===== src/rtl/bullet_hit_tracker.sv =====
// rtl/bullet_hit_tracker.sv - per-frame bullet/enemy hit detection, enemy life cycle and BCD score
module bullet_hit_tracker #(
    parameter int unsigned EXPLODE_FRAMES = 8,
    parameter int unsigned RESPAWN_FRAMES = 60,
    parameter logic [3:0]  SCORE_STEP     = 4'd1
) (
    input  logic        frame_clk,
    input  logic        Reset,
    input  logic        score_clear,
    input  logic [9:0]  BulletX,
    input  logic [9:0]  BulletY,
    input  logic [9:0]  BulletS,
    input  logic        bullet_on,
    input  logic [9:0]  EnemyX,
    input  logic [9:0]  EnemyY,
    input  logic [9:0]  EnemyS,
    output logic        hit,
    output logic        enemy_alive,
    output logic        enemy_exploding,
    output logic [2:0]  explode_frame,
    output logic [15:0] Score
);

    typedef enum logic [1:0] {
        ALIVE     = 2'd0,
        EXPLODING = 2'd1,
        RESPAWN   = 2'd2
    } state_t;

    localparam logic [7:0] EXPLODE_LAST = 8'(EXPLODE_FRAMES - 1);
    localparam logic [7:0] RESPAWN_LAST = 8'(RESPAWN_FRAMES - 1);

    state_t      state;
    logic [7:0]  frame_cnt;
    logic [10:0] dx;
    logic [10:0] dy;
    logic [10:0] reach;
    logic        ov;
    logic        fire;

    // Distances and reach are widened to 11 bits so neither can wrap.
    always_comb begin
        dx    = (BulletX >= EnemyX) ? {1'b0, BulletX - EnemyX} : {1'b0, EnemyX - BulletX};
        dy    = (BulletY >= EnemyY) ? {1'b0, BulletY - EnemyY} : {1'b0, EnemyY - BulletY};
        reach = {1'b0, BulletS} + {1'b0, EnemyS};
        ov    = (dx < reach) && (dy < reach);
        fire  = (state == ALIVE) && bullet_on && ov;
    end

    // Packed-BCD add of a single-digit step; any carry out of the thousands digit saturates.
    function automatic logic [15:0] bcd_add_sat(input logic [15:0] s, input logic [3:0] step);
        logic [15:0] r;
        logic [4:0]  d;
        logic        c;
        r = 16'h0000;
        c = 1'b0;
        for (int i = 0; i < 4; i++) begin
            d = {1'b0, s[4*i +: 4]} + ((i == 0) ? {1'b0, step} : 5'd0) + {4'd0, c};
            if (d > 5'd9) begin
                r[4*i +: 4] = 4'(d - 5'd10);
                c           = 1'b1;
            end else begin
                r[4*i +: 4] = d[3:0];
                c           = 1'b0;
            end
        end
        return c ? 16'h9999 : r;
    endfunction

    always_ff @(posedge frame_clk or posedge Reset) begin
        if (Reset) begin
            state     <= ALIVE;
            frame_cnt <= 8'd0;
            hit       <= 1'b0;
            Score     <= 16'h0000;
        end else begin
            hit <= 1'b0;
            case (state)
                ALIVE: begin
                    frame_cnt <= 8'd0;
                    if (fire) begin
                        state <= EXPLODING;
                        hit   <= 1'b1;
                    end
                end
                EXPLODING: begin
                    if (frame_cnt == EXPLODE_LAST) begin
                        state     <= RESPAWN;
                        frame_cnt <= 8'd0;
                    end else begin
                        frame_cnt <= frame_cnt + 8'd1;
                    end
                end
                RESPAWN: begin
                    if (frame_cnt == RESPAWN_LAST) begin
                        state     <= ALIVE;
                        frame_cnt <= 8'd0;
                    end else begin
                        frame_cnt <= frame_cnt + 8'd1;
                    end
                end
                default: begin
                    state     <= ALIVE;
                    frame_cnt <= 8'd0;
                end
            endcase

            // A clear on the same edge as a hit wins; the hit pulse itself still fires.
            if (score_clear) begin
                Score <= 16'h0000;
            end else if (fire) begin
                Score <= bcd_add_sat(Score, SCORE_STEP);
            end
        end
    end

    assign enemy_alive     = (state == ALIVE);
    assign enemy_exploding = (state == EXPLODING);
    assign explode_frame   = (state == EXPLODING) ? frame_cnt[2:0] : 3'd0;

endmodule


===== config.mk =====
export PLATFORM = sky130hd
export DESIGN_NAME = bullet_hit_tracker
export DESIGN_NICKNAME = d
export VERILOG_FILES = /design/src/rtl/bullet_hit_tracker.sv
export SDC_FILE = /design/constraint.sdc
export NUM_CORES = 1
export LEC_CHECK = 0
export ABC_AREA = 1
export BUFFER_PORTS_ARGS = -buffer_cell sky130_fd_sc_hd__buf_2
export CORE_MARGIN = 4
export CORE_UTILIZATION = 30
export CTS_CLUSTER_SIZE = 14
export DETAILED_ROUTE_END_ITERATION = 12
export GPL_TIMING_DRIVEN = 1
export HOLD_SLACK_MARGIN = 0.08
export SYNTH_ARGS = -nofsm -noshare
export SYNTH_HDL_FRONTEND = slang
export SYNTH_SLANG_ARGS = --single-unit

===== constraint.sdc =====
create_clock -name frame_clk -period 12.74 [get_ports frame_clk]
set_clock_uncertainty 0.05 [all_clocks]
set_input_delay 2.548 -clock frame_clk [delete_from_list [all_inputs] [get_ports frame_clk]]
set_output_delay 2.548 -clock frame_clk [all_outputs]
set_load 0.05 [all_outputs]

== After elaboration in Yosys (flattened, before gate mapping) ==
Cells that the tools add are included.

* Output and inout bits: 22
* Logic and storage cells: 70
* Register bits after elaboration: 27

* Add/sub/neg operators: 14
* Order comparisons: 8
* Multiplexer cells: 31
* Reduce and logical (&&, ||, !) cells: 6
* Equality and inequality tests: 7

{| class="wikitable"
|+ Operators by type and width
! kind !! number
|-
| $mux W16 || 3
|-
| $sub A10 B10 Y10 || 4
|-
| $lt A10 B11 Y1 || 2
|-
| $ge A10 B10 Y1 || 2
|-
| $gt A5 B4 Y1 const B || 4
|-
| $mux W10 || 2
|-
| $mux W4 || 4
|-
| $mux W8 || 2
|-
| $pmux W8 S2 || 1
|-
| $sub A4 B4 Y4 const B || 4
|-
| $add A4 B1 Y5 || 3
|-
| $mux W1 || 14
|-
| $add A10 B10 Y11 || 1
|-
| $add A8 B1 Y8 const B || 1
|-
| $eq A8 B3 Y1 const B || 1
|-
| $eq A8 B6 Y1 const B || 1
|-
| $mux W2 || 3
|-
| $pmux W2 S3 || 1
|-
| $add A4 B1 Y5 const B || 1
|-
| $ne A2 B1 Y1 const B || 2
|-
| $logic_and A1 B1 Y1 || 3
|-
| $mux W3 || 1
|-
| $reduce_and A3 Y1 || 1
|-
| $eq A2 B1 Y1 const B || 1
|-
| 4 further kinds || 4
|}

== Longest topological paths before layout ==
Gate-level depths: netlist (run 1).

* Depth after elaboration: 25
* Mapped depth: 29
* Depth with buffers taken out: 29

== Least setup slack after synthesis (run 1) ==
Ideal clock, no wire load.

* Kind: input port to flip-flop
* Start point: input BulletX[8]
* End point: register Score[10]
* Setup time: 0.119 ns
* Stages: 24
* Arrival time: 5.198 ns
* Data required time: 12.571 ns
* Slack: 7.373 ns
* Cells stage by stage: inv_1 ha_1 buf_2 nand2_4 inv_1 a221oi_4 nand3_2 nor2_4 nand2_1 a21boi_1 ha_1 nand2_1 inv_1 a21oi_1 nand2_1 nand2_1 nand2_1 nand2_1 nand3_1 nand2_4 nand2_8 buf_8 nand3_1 nand2_1

* Cells in the longest elaborated chain, start to end: 6
* Elaborated cells between the ends (all ways): 8
* Those cells by class: add/sub (2); order compare (2); mux (1); reduce/logical (3)

{| class="wikitable"
|+ RTL lines
! item !! RTL line !! RTL
|-
| start: declaration || 10 || <nowiki>input logic [9:0] BulletX,</nowiki>
|-
| $sub A10 B10 Y10 / $ge A10 B10 Y1 (equally long branches) || 43 || <nowiki>dx = (BulletX >= EnemyX) ? {1'b0, BulletX - EnemyX} : {1'b0, EnemyX - BulletX};</nowiki>
|-
| $mux W10 (*) || 43 ||
|-
| $lt A10 B11 Y1 (*) || 46 || <nowiki>ov = (dx < reach) && (dy < reach);</nowiki>
|-
| $logic_and A1 B1 Y1 (*) || 46 ||
|-
| $logic_and A1 B1 Y1 (*) || 47 || <nowiki>fire = (state == ALIVE) && bullet_on && ov;</nowiki>
|-
| $reduce_bool A2 Y1 (no source line) (*) || n/a ||
|-
| end signal: assignment || 112 || <nowiki>Score <= bcd_add_sat(Score, SCORE_STEP);</nowiki>
|-
| end: declaration || 21 || <nowiki>output logic [15:0] Score</nowiki>
|}

Mark *: on every way between the ends. The rest lies on a longest branch, timed or not.
A chain may end at the register's enable or synchronous reset.

== Worst setup path in the final report (run 1) ==
* Start point: input EnemyX[0]
* End point: register Score[5]

* Cells in the longest elaborated chain, start to end: 6
* Elaborated cells between the ends (all ways): 8
* Those cells by class: add/sub (2); order compare (2); mux (1); reduce/logical (3)

{| class="wikitable"
|+ RTL lines
! item !! RTL line !! RTL
|-
| start: declaration || 14 || <nowiki>input logic [9:0] EnemyX,</nowiki>
|-
| $sub A10 B10 Y10 / $ge A10 B10 Y1 (equally long branches) || 43 ||
|-
| $mux W10 (*) || 43 ||
|-
| $lt A10 B11 Y1 (*) || 46 ||
|-
| $logic_and A1 B1 Y1 (*) || 46 ||
|-
| $logic_and A1 B1 Y1 (*) || 47 ||
|-
| $reduce_bool A2 Y1 (no source line) (*) || n/a ||
|}

Marked as above.

==> impl_metrics.ini, run 1 <==
[worst_setup_path]
crit_type = primary input to flop
critical-path-top-cell-by-count = nand2_1
worstReg2RegStart = Score[0]$_DFFE_PP0P_
setup.reg_to_reg.worst_slack_ns = 7.51
critical_path.top_delay_family = simple AND/OR/NAND/NOR gates
critical_path.max_fanout = 17
timing.critical_path.from_type = primary input
cp_slowest_stage_delay_ns = 0.39
critPathSlowestCell = fa_1
end_kind = flop
startpoint = EnemyX[0]
worst-path-buf-inv = 4
critPathArrivalTime_ns = 5.69
critical_path_data_required_time_ns = 12.89

[final_layout]
final_nets = 909
flow.area_growth_from_synthesis_pct = 14.5
register_area_sq_um = 676
nFillCells = 1674
drive_above_1_share = 0.158
insertedDiodeCount = 0
multi_input_area_sq_um = 3520

[sta]
layout_worst_path_cycle_share = 0.434
period_minus_ws_final_ns = 5.54
timing.fmax_mhz = 181
grt_setup_unrepaired = no
final_max_slew_viol_count = 0
slew_headroom = 0.279
tns_ns = 0
final_setup_viols = 0
max_slew.worst_pin.slew_ns = 1.08
fin_worst_hold_slack_ns = 0.448
finalHoldViolations = 0

[synth]
seq_area_frac_synth = 0.142
yosysWarnings = 0
yosys_register_bits = 27
synthesis.area_sq_um = 4740
syn-mean-instance-area_sq_um = 6.97
count_of_different_cell_masters_after_synthesis = 45
synth_fp_nets = 831
post_synth_inst_count = 681

[grt]
global_route.usage.total = 0.125
grt_pass1_wl_microns = 19300
grt_pass1_vias = 4285
grt_overflow = 0
grt_start_max_net_pins = 28
antenna_found_initial = 0

[clock_network]
cts_max_level = 1
postCtsHoldBufs = 0
post_cts_resize_count = 0
max-clock-path-buffers = 2
postCtsSetupRepairBufs = 0
clock-sinks = 27
clock_tree.root_cell = clkbuf_16
clkTransAtPathRegs_ns = 0.07
tritoncts_clock_tree = built
total_cts_buffers = 3
insertion_delay_ns = 0.26

[route]
drc_errors = 0
route.detailed.vias_per_inst = 4.53
post_drt_wl_per_cell_microns = 11.7
dr_total_vias = 4390
initialDrtViolationCount = 196
antenna_violating_nets_post_route = 0
detail_route.wirelength_microns = 11300
first_pass_iters = 4

[floorplan]
num_io_pins = 86
core.rowCount = 45
floorplan.initialDensity = 0.309
core_region_area_sq_um = 15400
die_y_microns = 134
floorplan.die.width_microns = 134
die_area_sq_um = 17900

[pwr]
power-per-cell-area_nw_per_um2 = 68.0
power.total_uw = 369
vdd_ir_drop_max_uv = 40.8
power_leakage_uw = 0.00319

[place]
hpwl_microns = 9730
place.port_buffers = 85
place_congestion = 0.835

[worst_hold_path]
hold_path_startpoint = frame_cnt[0]$_DFF_PP0_
worstHoldPathType = flop to flop

[job]
maxCapViolCount = 0

[run_status]
status = completed
per-layer routing:
| metal | GRT usage | routed length, microns | vias up |
|---|---|---|---|
| met3 | 0.0110 | 341 | 10 |
| met1 | 0.176 | 5730 | 1951 |
| li1 | - | - | 2351 |
| met2 | 0.214 | 5130 | 78 |
| met4 | 0.0143 | 119 | 0 |
| met5 | 0 | 0 | - |
stage by stage:
step	util	area [sq um]	cells	setup slack (ns)
finish	0.353	5430	969	7.20
global route	0.353	5430	969	6.79
CTS	0.353	5430	969	7.20
detailed placement	0.348	5350	965	6.93
global placement	0.348	5350	965	6.98
floorplan	-	4740	681	7.37
flip-flops by register name, indices dropped and copies added (netlist names):
| name | flops |
|---|---|
| Score | 16 |
| frame_cnt | 8 |
| hit | 1 |
| state | 2 |
cells in the mapped netlist, drive strengths merged:
master   number  area [sq um]
nand2       163           661
inv         124           465
ha           81          1010
a21oi        54           274
nand3        48           275
nor2         43           194
xor2         38           333
dfrtp        27           676
o21ai        24           128
xnor2        10          87.6
a21boi        9          67.6
buf           9          67.6
nor3          6          30.0
a221oi        5          78.8
fa            5           100
nand4         5          37.5
o2111ai       5          78.8
a21o          4          30.0
o211ai        4          30.0
a31oi         3          18.8
clkbuf        3          15.0
or2           3          18.8
o21bai        2          15.0
o221ai        2          17.5
a211o         1          8.76
a211oi        1          7.51
nand3b        1          7.51
nor3b         1          7.51
where the power goes:
group	total (uW)	switching (uW)	internal (uW)
combinational	211	127	84.0
clock	71.8	28.9	42.8
sequential	86.6	0.556	86.0
cells in the final DEF, fill, tap and decap left out, drive strengths merged, types with 5 or more instances in the layout:
| cell | synthesis | layout |
|---|---|---|
| nand4 | 5 | 5 |
| xnor2 | 10 | 10 |
| nor2 | 43 | 43 |
| a221oi | 5 | 5 |
| buf | 9 | 85 |
| a21boi | 9 | 9 |
| ha | 81 | 81 |
| nand2 | 163 | 163 |
| o2111ai | 5 | 5 |
| nand3 | 48 | 48 |
| inv | 124 | 124 |
| dfrtp | 27 | 27 |
| o21ai | 24 | 24 |
| xor2 | 38 | 38 |
| nor3 | 6 | 6 |
| a21oi | 54 | 54 |
| fa | 5 | 5 |
worst reg2reg max path, delay by kind of cell, from the launching register on:
kind	cells	cell delay, ns
flip-flops	1	0.43
XOR/XNOR	2	0.36
AO/OA/AOI/OAI	4	0.71
buffers and inverters	2	0.18
adder cells (fa/ha/maj)	8	1.89
AND/OR/NAND/NOR	11	1.54
logic make-up after synthesis:
family,synth area share
xor+xnor,0.0886
compound gates,0.159
simple gates,0.260
fa+ha+maj,0.235
flops,0.142
buf+inv,0.116
worst paths after layout:
path,cells past startpoint,to
worst max-delay path,26,Score[5]$_DFFE_PP0P_
worst min-delay path,1,frame_cnt[0]$_DFF_PP0_
worst max register to register,27,Score[5]$_DFFE_PP0P_
worst min register to register,1,frame_cnt[0]$_DFF_PP0_
max in group asynchronous,2,Score[4]$_DFFE_PP0P_
min in group asynchronous,2,frame_cnt[1]$_DFF_PP0_
cell type report:
| cell class | instances | area share |
|---|---|---|
| timing repair buffer | 85 | 0.0784 |
| inverter | 124 | 0.0857 |
| clock buffer | 4 | 0.0145 |
| multi-input combinational | 518 | 0.648 |
| sequential | 27 | 0.124 |
| tap | 211 | 0.0486 |
(Power assumes the default switching activity.)
==> run 2: changes to the inputs <==
- ABC_AREA: 1 -> 0
- clock period: 12.74 -> 4.8 ns (I/O delays scaled with it)
==> run 2 against run 1 <==
Net effect:
- the flow now finishes with violations (negative setup slack)
- largest power group unchanged
- worst hold slack worse by 0.012 ns
- cell count down 11%
- largest cell class unchanged
- wire length rose by 7.4%
==> impl_metrics.ini, run 2 <==
[worst_setup_path]
critical_path.max_fanout = 6
critical_path_data_required_time_ns = 4.94
timing.critical_path.from_type = flop
crit_type = flop to flop
end_kind = flop
setup.reg_to_reg.worst_slack_ns = -0.01
critPathArrivalTime_ns = 4.95

[route]
antenna_violating_nets_post_route = 0
post_drt_wl_per_cell_microns = 14.2
detail_route.wirelength_microns = 12100
first_pass_iters = 4
drc_errors = 0
dr_total_vias = 4403
route.detailed.vias_per_inst = 5.13
initialDrtViolationCount = 150

[synth]
syn-mean-instance-area_sq_um = 8.18
ys_async_sr_fraction = 1.00
yosys_register_bits = 27
yosysWarnings = 0
synth_edf_count = 0
seq_area_frac_synth = 0.154
synth_fp_nets = 687
post_synth_inst_count = 537
area_fraction_of_the_dominant_cell_type_after_synthesis = 0.231
count_of_different_cell_masters_after_synthesis = 63
synth_flop_cell = dfrtp_1
yosys.cell_count.top_type = ha_1
yosys-top-cells-count = 81 x ha_1, 62 x inv_1, 52 x a21oi_1
netlist.top_cell.by_area = ha_1
synthesis.area_sq_um = 4390
synth_area_leaders = ha_1 23%, dfrtp_1 15%, a21oi_1 5.9%

[final_layout]
final_design_area_no_fill_sq_um = 5930
insertedDiodeCount = 0
final_nets = 829
largest_reg_flops = 16
max_flop_register = Score
most_frequent_standard_cell_in_the_layout_excluding_fill_and_tap_cells = buf_2
drive_above_1_share = 0.324
reg_top3 = Score: 16 flops, frame_cnt: 8 flops, state: 2 flops
flow.area_growth_from_synthesis_pct = 35.0
most-common-layout-cells = 85 x buf_2, 70 x ha_1, 59 x buf_4
post_layout_nonfiller_instances = 858
layout.core_utilization = 0.420

[place]
placed_area_sq_um = 5440
placedCellCount = 834
place_congestion = 0.947
place.port_buffers = 85
hpwl_microns = 9640
post-place-ws_ns = -0.285

[sta]
worst_slack_ns = -0.0108
timing.fmax_mhz = 208
layout_worst_path_cycle_share = 1.00
final_max_slew_viol_count = 0
max_slew.worst_pin.slew_ns = 1.05
final_setup_viols = 1
finalHoldViolations = 0
grt_setup_unrepaired = yes
period_minus_ws_final_ns = 4.81
slew_headroom = 0.298

[floorplan]
die_y_microns = 129
die_area_sq_um = 16600
floorplan.die.width_microns = 129
core_region_area_sq_um = 14100
num_io_pins = 86
floorplan.initialDensity = 0.311
core.rowCount = 43

[grt]
global_route.usage.total = 0.137
grt_pass1_wl_microns = 19600
grt_start_max_net_pins = 28
antenna_found_initial = 1
grt_pass1_vias = 4408
grt_overflow = 0

[clock_network]
total_cts_buffers = 3
postCtsHoldBufs = 0
clock_tree.root_cell = clkbuf_16
tritoncts_clock_tree = built
clock-sinks = 27
cts_max_level = 1
insertion_delay_ns = 0.26
max-clock-path-buffers = 2
clkTransAtPathRegs_ns = 0.07

[pwr]
power.total_uw = 1600
power-per-cell-area_nw_per_um2 = 270
power_leakage_uw = 0.00301
vdd_ir_drop_max_uv = 197

[worst_hold_path]
worstHoldPathType = flop to flop

[run_status]
failing_checks = negative setup slack
status = finished, violations left

[job]
maxCapViolCount = 0
## run 2: worst paths after layout
path | from | to | cells after the start
worst max-delay path | Score[1]$_DFFE_PP0P_ | Score[13]$_DFFE_PP0P_ | 25
worst min-delay path | frame_cnt[0]$_DFF_PP0_ | frame_cnt[0]$_DFF_PP0_ | 1
worst max register to register | Score[1]$_DFFE_PP0P_ | Score[13]$_DFFE_PP0P_ | 25
worst min register to register | frame_cnt[0]$_DFF_PP0_ | frame_cnt[0]$_DFF_PP0_ | 1
max in group asynchronous | Reset | Score[0]$_DFFE_PP0P_ | 2
min in group asynchronous | Reset | Score[10]$_DFFE_PP0P_ | 2
## run 2: layer usage
layer	track usage	part of all wire	vias to the layer above
li1	-	-	2213
met1	0.170	0.43	2063
met2	0.254	0.50	101
met3	0.0158	0.045	24
met4	0.0309	0.021	2
met5	0	0.00058	-
## run 2: final cells by class
type	count	area, sq um
Clock buffer	3	75.1
Clock inverter	1	7.51
Fill cell	1427	8170
Inverter	63	239
Multi-Input combinational cell	433	3700
Sequential cell	27	678
Tap cell	180	225
Timing Repair Buffer	151	1000
## run 2: cells by family after synthesis
logic type      Yosys count  synth area share
buf+inv                  78            0.0735
flops                    27             0.154
compound gates          160             0.243
fa+ha+maj                86             0.254
xor+xnor                 38            0.0758
mux                      22            0.0524
simple gates            126             0.148
## run 2: per-stage QoR
step	hold slack, ns	TNS [ns]
floorplan	0.389	-0.722
global placement	0.408	-1.44
detailed placement	0.420	-3.41
CTS	0.435	-0.0652
global route	0.481	-1.78
finish	0.436	-0.0108
## run 2: worst max-delay path, stage by stage, from the launching register on
cell and delay [ns]:
dfrtp_2 0.45, ha_4 0.19, xnor2_4 0.16, ha_4 0.15
a21oi_2 0.04, o22a_1 0.19, or3_4 0.34, inv_2 0.07
ha_4 0.14, ha_4 0.21, o21ai_2 0.10, nor2_1 0.05
a21oi_1 0.16, nor2_2 0.06, ha_2 0.20, ha_4 0.18
nand4b_1 0.21, a21oi_2 0.21, nor2_4 0.07, ha_4 0.17
ha_4 0.23, nor2_4 0.08, a41oi_2 0.04, o22a_2 0.30
or4_1 0.53, a21oi_1 0.15
## run 2: repair_timing
action / 4_1_cts / 5_1_grt
gates resized for setup: 4 / 48
setup buffers: 4 / 13
endpoints found under the setup margin: 6 / 18
endpoints found under the hold margin: 0 / 0
gates cloned: 1 / 2
pin swaps: 4 / 22
## run 2: report_power, final
group	internal [uW]	switching, uW
registers	260	42.7
logic	492	609
clock network	113	81.2
